## src/rtl/program_memory.sv

```systemverilog
// Instruction store for the IF stage: streamed in word by word, then read by byte-addressed PC.
// Latency: writes land on the accepting edge; fetch data, misaligned and range flags are valid one cycle after i_rd_en is sampled.
// Backpressure: o_wr_ready drops once loaded, when full, or during i_flush; the fetch side never stalls.
//
// Ports:
//   i_clk, i_reset        rising-edge clock, asynchronous active-high reset
//   i_flush               synchronous clear back to LOAD (memory contents are kept but become unreachable)
//   i_wr_valid/i_wr_data  streaming write port, handshaked with o_wr_ready
//   i_rd_en, i_pc         fetch request with a byte-address PC
//   o_instruction         registered fetched word (HALT_WORD on a guarded fetch)
//   o_misaligned          registered: last accepted fetch had nonzero byte-offset bits
//   o_out_of_range        registered: last accepted fetch word index >= o_count
//   o_loaded, o_full, o_empty, o_count   load status
module program_memory #(
  parameter int WORD_SIZE_IN_BYTES = 4,
  parameter int MEM_SIZE_IN_WORDS  = 64,   // must be >= 2
  parameter int PC_WIDTH           = 32,
  parameter logic [8*WORD_SIZE_IN_BYTES-1:0] HALT_WORD = 32'hFFFF_FFFF
) (
  input  logic                                   i_clk,
  input  logic                                   i_reset,
  input  logic                                   i_flush,
  input  logic                                   i_wr_valid,
  input  logic [8*WORD_SIZE_IN_BYTES-1:0]        i_wr_data,
  output logic                                   o_wr_ready,
  input  logic                                   i_rd_en,
  input  logic [PC_WIDTH-1:0]                    i_pc,
  output logic [8*WORD_SIZE_IN_BYTES-1:0]        o_instruction,
  output logic                                   o_misaligned,
  output logic                                   o_out_of_range,
  output logic                                   o_loaded,
  output logic                                   o_full,
  output logic                                   o_empty,
  output logic [$clog2(MEM_SIZE_IN_WORDS+1)-1:0] o_count
);

  localparam int W    = 8 * WORD_SIZE_IN_BYTES;
  localparam int OFFS = $clog2(WORD_SIZE_IN_BYTES);
  localparam int CW   = $clog2(MEM_SIZE_IN_WORDS + 1);
  localparam int AW   = $clog2(MEM_SIZE_IN_WORDS);
  // Common width for the index-vs-count compare so no upper PC bit is lost.
  localparam int XW   = (PC_WIDTH > CW) ? PC_WIDTH : CW;

  localparam logic [CW-1:0]       CAPACITY  = CW'(MEM_SIZE_IN_WORDS);
  // Byte-offset mask; all zero for single-byte words, so nothing is ever misaligned.
  localparam logic [PC_WIDTH-1:0] OFFS_MASK = PC_WIDTH'(WORD_SIZE_IN_BYTES - 1);

  typedef enum logic {
    ST_LOAD = 1'b0,
    ST_RUN  = 1'b1
  } state_t;

  state_t state_q;
  state_t state_d;

  // Storage has no reset; o_count alone decides which words are reachable.
  logic [W-1:0] mem [MEM_SIZE_IN_WORDS];

  logic          wr_fire;
  logic          wr_last;
  logic [CW-1:0] count_inc;

  logic [PC_WIDTH-1:0] word_idx;
  logic [AW-1:0]       rd_addr;
  logic                fetch_fire;
  logic                fetch_mis;
  logic                fetch_oor;

  // ---------------------------------------------------------------------------
  // Write side
  // ---------------------------------------------------------------------------
  assign wr_fire   = i_wr_valid && o_wr_ready;
  assign count_inc = o_count + CW'(1);
  // HALT is stored and counted; filling the last slot also terminates the load.
  assign wr_last   = wr_fire && ((i_wr_data == HALT_WORD) || (count_inc == CAPACITY));

  always_ff @(posedge i_clk) begin
    if (wr_fire) begin
      mem[o_count[AW-1:0]] <= i_wr_data;
    end
  end

  always_ff @(posedge i_clk or posedge i_reset) begin
    if (i_reset) begin
      o_count <= '0;
    end else if (i_flush) begin
      o_count <= '0;
    end else if (wr_fire) begin
      o_count <= count_inc;
    end
  end

  // ---------------------------------------------------------------------------
  // FSM: state register
  // ---------------------------------------------------------------------------
  always_ff @(posedge i_clk or posedge i_reset) begin
    if (i_reset) begin
      state_q <= ST_LOAD;
    end else begin
      state_q <= state_d;
    end
  end

  // FSM: next state
  always_comb begin
    state_d = state_q;
    if (i_flush) begin
      state_d = ST_LOAD;
    end else begin
      case (state_q)
        ST_LOAD: if (wr_last) state_d = ST_RUN;
        ST_RUN:  state_d = ST_RUN;
        default: state_d = ST_LOAD;
      endcase
    end
  end

  // FSM: outputs. o_wr_ready deliberately depends only on state, count and
  // flush so an upstream valid can never loop back into its own ready.
  always_comb begin
    o_loaded   = (state_q == ST_RUN);
    o_full     = (o_count == CAPACITY);
    o_empty    = (o_count == '0);
    o_wr_ready = (state_q == ST_LOAD) && !o_full && !i_flush;
  end

  // ---------------------------------------------------------------------------
  // Fetch side
  // ---------------------------------------------------------------------------
  assign word_idx   = i_pc >> OFFS;
  // Only used when the index is below o_count, so the low bits are the full index.
  assign rd_addr    = word_idx[AW-1:0];
  assign fetch_fire = (state_q == ST_RUN) && i_rd_en;
  assign fetch_mis  = |(i_pc & OFFS_MASK);
  assign fetch_oor  = (XW'(word_idx) >= XW'(o_count));

  // Guarded fetches return HALT_WORD so a runaway PC stops the core cleanly
  // instead of executing stale memory. Misaligned still reports the range flag.
  always_ff @(posedge i_clk or posedge i_reset) begin
    if (i_reset) begin
      o_instruction  <= '0;
      o_misaligned   <= 1'b0;
      o_out_of_range <= 1'b0;
    end else if (i_flush) begin
      o_instruction  <= '0;
      o_misaligned   <= 1'b0;
      o_out_of_range <= 1'b0;
    end else if (fetch_fire) begin
      o_misaligned   <= fetch_mis;
      o_out_of_range <= fetch_oor;
      if (fetch_mis || fetch_oor) begin
        o_instruction <= HALT_WORD;
      end else begin
        o_instruction <= mem[rd_addr];
      end
    end
  end

endmodule
```

## config.mk

```make
export PLATFORM = sky130hd
export DESIGN_NAME = program_memory
export DESIGN_NICKNAME = d
export VERILOG_FILES = /design/src/rtl/program_memory.sv
export SDC_FILE = /design/constraint.sdc
export NUM_CORES = 2
export LEC_CHECK = 0
export ABC_CLOCK_PERIOD_IN_PS = 5500
export CAP_MARGIN = 20
export CORE_ASPECT_RATIO = 1.4
export CORE_UTILIZATION = 49
export CTS_CLUSTER_DIAMETER = 150
export DETAILED_ROUTE_END_ITERATION = 8
export SKIP_LAST_GASP = 1
export SYNTH_ARGS = -nofsm -noshare
export SYNTH_HDL_FRONTEND = slang
export SYNTH_SLANG_ARGS = --single-unit
```

## constraint.sdc

```tcl
create_clock -name i_clk -period 5.5 [get_ports i_clk]
set_clock_uncertainty 0.15 [all_clocks]
set_input_delay 1.1 -clock i_clk [delete_from_list [all_inputs] [get_ports i_clk]]
set_output_delay 1.1 -clock i_clk [all_outputs]
set_load 0.005 [all_outputs]
```

==> qor.csv <==
metric;value;unit
run status;finished clean;
vias after detailed routing;39834;
Initial DRC Count;4755;
Met3 Routed Length;17500;µm
aggregate global-route resource usage;27.2;%
half-perimeter wire length after placement;134000;µm
async set or reset register ratio after synthesis;2.01;%
fraction of layout cells with a size suffix above 1;26.9;%
Max Fclk;225;MHz
initial antenna violation count;12;
CTS clk-pin slew, worst paths;70;ps
RSZ-0062 raised after global routing;no;
Crit path required time;4250;ps
category of the worst setup path capture point;output port;
share of the clock period used by the worst path;80.7;%
utilization after layout;56.1;%
worst hold margin;423;ps
commonest non-fill, non-tap cell in the layout;sky130_fd_sc_hd__edfxtp_1;
power density cells;350;nW/µm²
total core area;164000;µm²
Clk Tree Root Cell;sky130_fd_sc_hd__clkbuf_16;
share of Yosys cell area claimed by the top area cell type;75.9;%
Static Leakage;29.1;nW
most common flop cell mapped by yosys;sky130_fd_sc_hd__edfxtp_1;
GRT overflow;0;
buffers inserted during post-CTS setup optimization;0;
amount of wire on met2 after detailed routing;113000;µm
Boundary Pins;114;
starting density of the core;49.3;%
highest signal layer in the routed design;met5;
top post-synthesis cells by area;sky130_fd_sc_hd__edfxtp_1 (76%), sky130_fd_sc_hd__mux4_2 (14%), sky130_fd_sc_hd__mux2i_1 (1.9%);
maximum number of pins on one net before global-route repair;66;
area growth from synthesis to layout;13.6;%
Critical Setup Path Class;flop to output port;
count of different cell masters after synthesis;66;
hold_buf cts;0;
Max FO, Critical Path;13;
kind of path behind the tightest hold check;flop to flop;
total DRC errors in the routed layout;0;
count of final max-slew check failures;0;
setup slack after layout;1060;ps
met1 routed wirelength after detailed routing;87500;µm
Cell Count Post-Placement;5867;
synthesized instance count;3600;
number of standard-cell rows in the floorplan;176;
average wire per standard cell;36.2;µm
cell type with the highest aggregate area in the netlist;sky130_fd_sc_hd__edfxtp_1;
DR vias/cell;6.41;
number of buffers added on ports;113;
number of enable flip-flop cells after synthesis;2048;
total of warnings raised by yosys;0;
number of flip-flops and latches in the synthesized netlist;2090;
number of nets in the layout;4001;
setup slack at placement;963;ps
synthesized net count;3679;
vertical extent of the die;483;µm
Post-Synthesis Cell Area;81100;µm²
register area share after synthesis;77.2;%
die width;346;µm
clk sinks;2090;
Total Neg Setup Slack;0;ps
worst slew margin relative to its limit;24.4;%
number of buffers created by CTS;188;
Detailed Routing Iterations Pass 1;7;
Routed Wire Length;225000;µm
max-cap violation count;0;
clock tree buffer depth;3;
final number of setup-violating endpoints;0;
mean post-synth cell area;22.5;µm²
transition at the pin with the smallest max-transition slack;1130;ps
data arrival time at the worst-slack endpoint;3190;ps
ANT nets after route;0;
area of the die;167000;µm²
fill count;12208;
worst ir drop on vdd;0.240;mV
clock latency of the later-clocked register in the worst-skew pair;840;ps
non-filler cells in the finished layout;6218;
GPL Wtd Cong;0.814;
number of resized instances in the post-cts repair step;0;
final period demand of the worst path;4440;ps
maximum level of the CTS H-tree;4;
vias in the first global route;40409;
Worst Setup Start Kind;flop;
final hold violation count;0;
leading cell types in the layout, fill and taps excluded;sky130_fd_sc_hd__edfxtp_1 (2048), sky130_fd_sc_hd__mux4_2 (502), sky130_fd_sc_hd__clkbuf_16 (192);
global-route wire length before repair;315000;µm
CTS tree;yes;
==> area by class of cell <==
| type | count | area (µm²) | area share, % |
|---|---|---|---|
| multi-input cells | 1304 | 17600 | 19.1 |
| well taps | 2136 | 2670 | 2.90 |
| diodes | 3 | 7.51 | 0.00815 |
| flip-flops and latches | 2090 | 62600 | 67.9 |
| inverters | 12 | 50.0 | 0.0544 |
| clock inverters | 115 | 1080 | 1.17 |
| clock buffers | 232 | 4990 | 5.42 |
| repair buffers | 326 | 3130 | 3.40 |
==> final timing paths <==
path / from / endpoint / slack, ps / depth (start not counted)
min in group asynchronous: i_reset / o_instruction[11] / 660 / 2
worst max-delay path: o_count[4] / o_empty / 1060 / 4
max in group asynchronous: i_reset / o_instruction[26] / 3500 / 3
worst min-delay path: o_out_of_range / o_out_of_range / 420 / 2
worst min register to register: o_out_of_range / o_out_of_range / 420 / 2
worst max register to register: o_count[1] / mem[41][18] / 1190 / 9
==> registers in the layout, summed over array words and instances, names as in the netlist <==
signal	count
mem	2048
o_count	7
o_loaded	1
o_instruction	32
o_out_of_range	1
o_misaligned	1
==> cell families after synthesis <==
kind of cell	Yosys count	synth area share, %
AOI/OAI and AO/OA	256	2.14
adders and majority gates	10	0.154
DFF	2090	77.2
muxes	688	16.8
and+or+nand+nor	344	1.99
buffers and inverters	206	1.74
xor gates and xnor gates	6	0.0648
==> routing by layer <==
layer	up-vias	global-route usage (%)
li1	15956	-
met1	21704	36.5
met2	1834	45.2
met3	332	5.11
met4	8	8.90
met5	-	0
==> critical path: stages (launching register included) <==
cell                              delay [ps]
sky130_fd_sc_hd__dfrtp_1                 550
sky130_fd_sc_hd__nor2_1                  270
sky130_fd_sc_hd__nand2_1                 580
sky130_fd_sc_hd__nor3b_1                 410
sky130_fd_sc_hd__clkdlybuf4s50_1         550
==> through the flow <==
| step | power [mW] | area [µm²] |
|---|---|---|
| 6_report | 32.2 | 92100 |
| 5_1_grt | 33.0 | 92100 |
| 4_1_cts | 32.4 | 92000 |
| 3_5_place_dp | 19.4 | 86000 |
| 2_1_floorplan | 18.7 | 81100 |
| 3_3_place_gp | 19.4 | 85900 |
==> synth_stat cells (all sizes together) (27+ instances only) <==
| cell | instances |
|---|---|
| a211oi | 49 |
| nand3 | 28 |
| o21ai | 36 |
| edfxtp | 2048 |
| a21oi | 47 |
| nor2b | 40 |
| mux2i | 150 |
| buf | 139 |
| mux4 | 527 |
| o22ai | 27 |
| dfrtp | 42 |
| nor2 | 116 |
| clkbuf | 54 |
| nand2 | 80 |
==> power by group <==
group	switching [mW]	internal, mW
clock network	5.76	7.38
logic	0.958	0.583
registers	0.0120	17.5
total	6.73	25.5
Note: power is estimated with default switching activity, not from simulation.
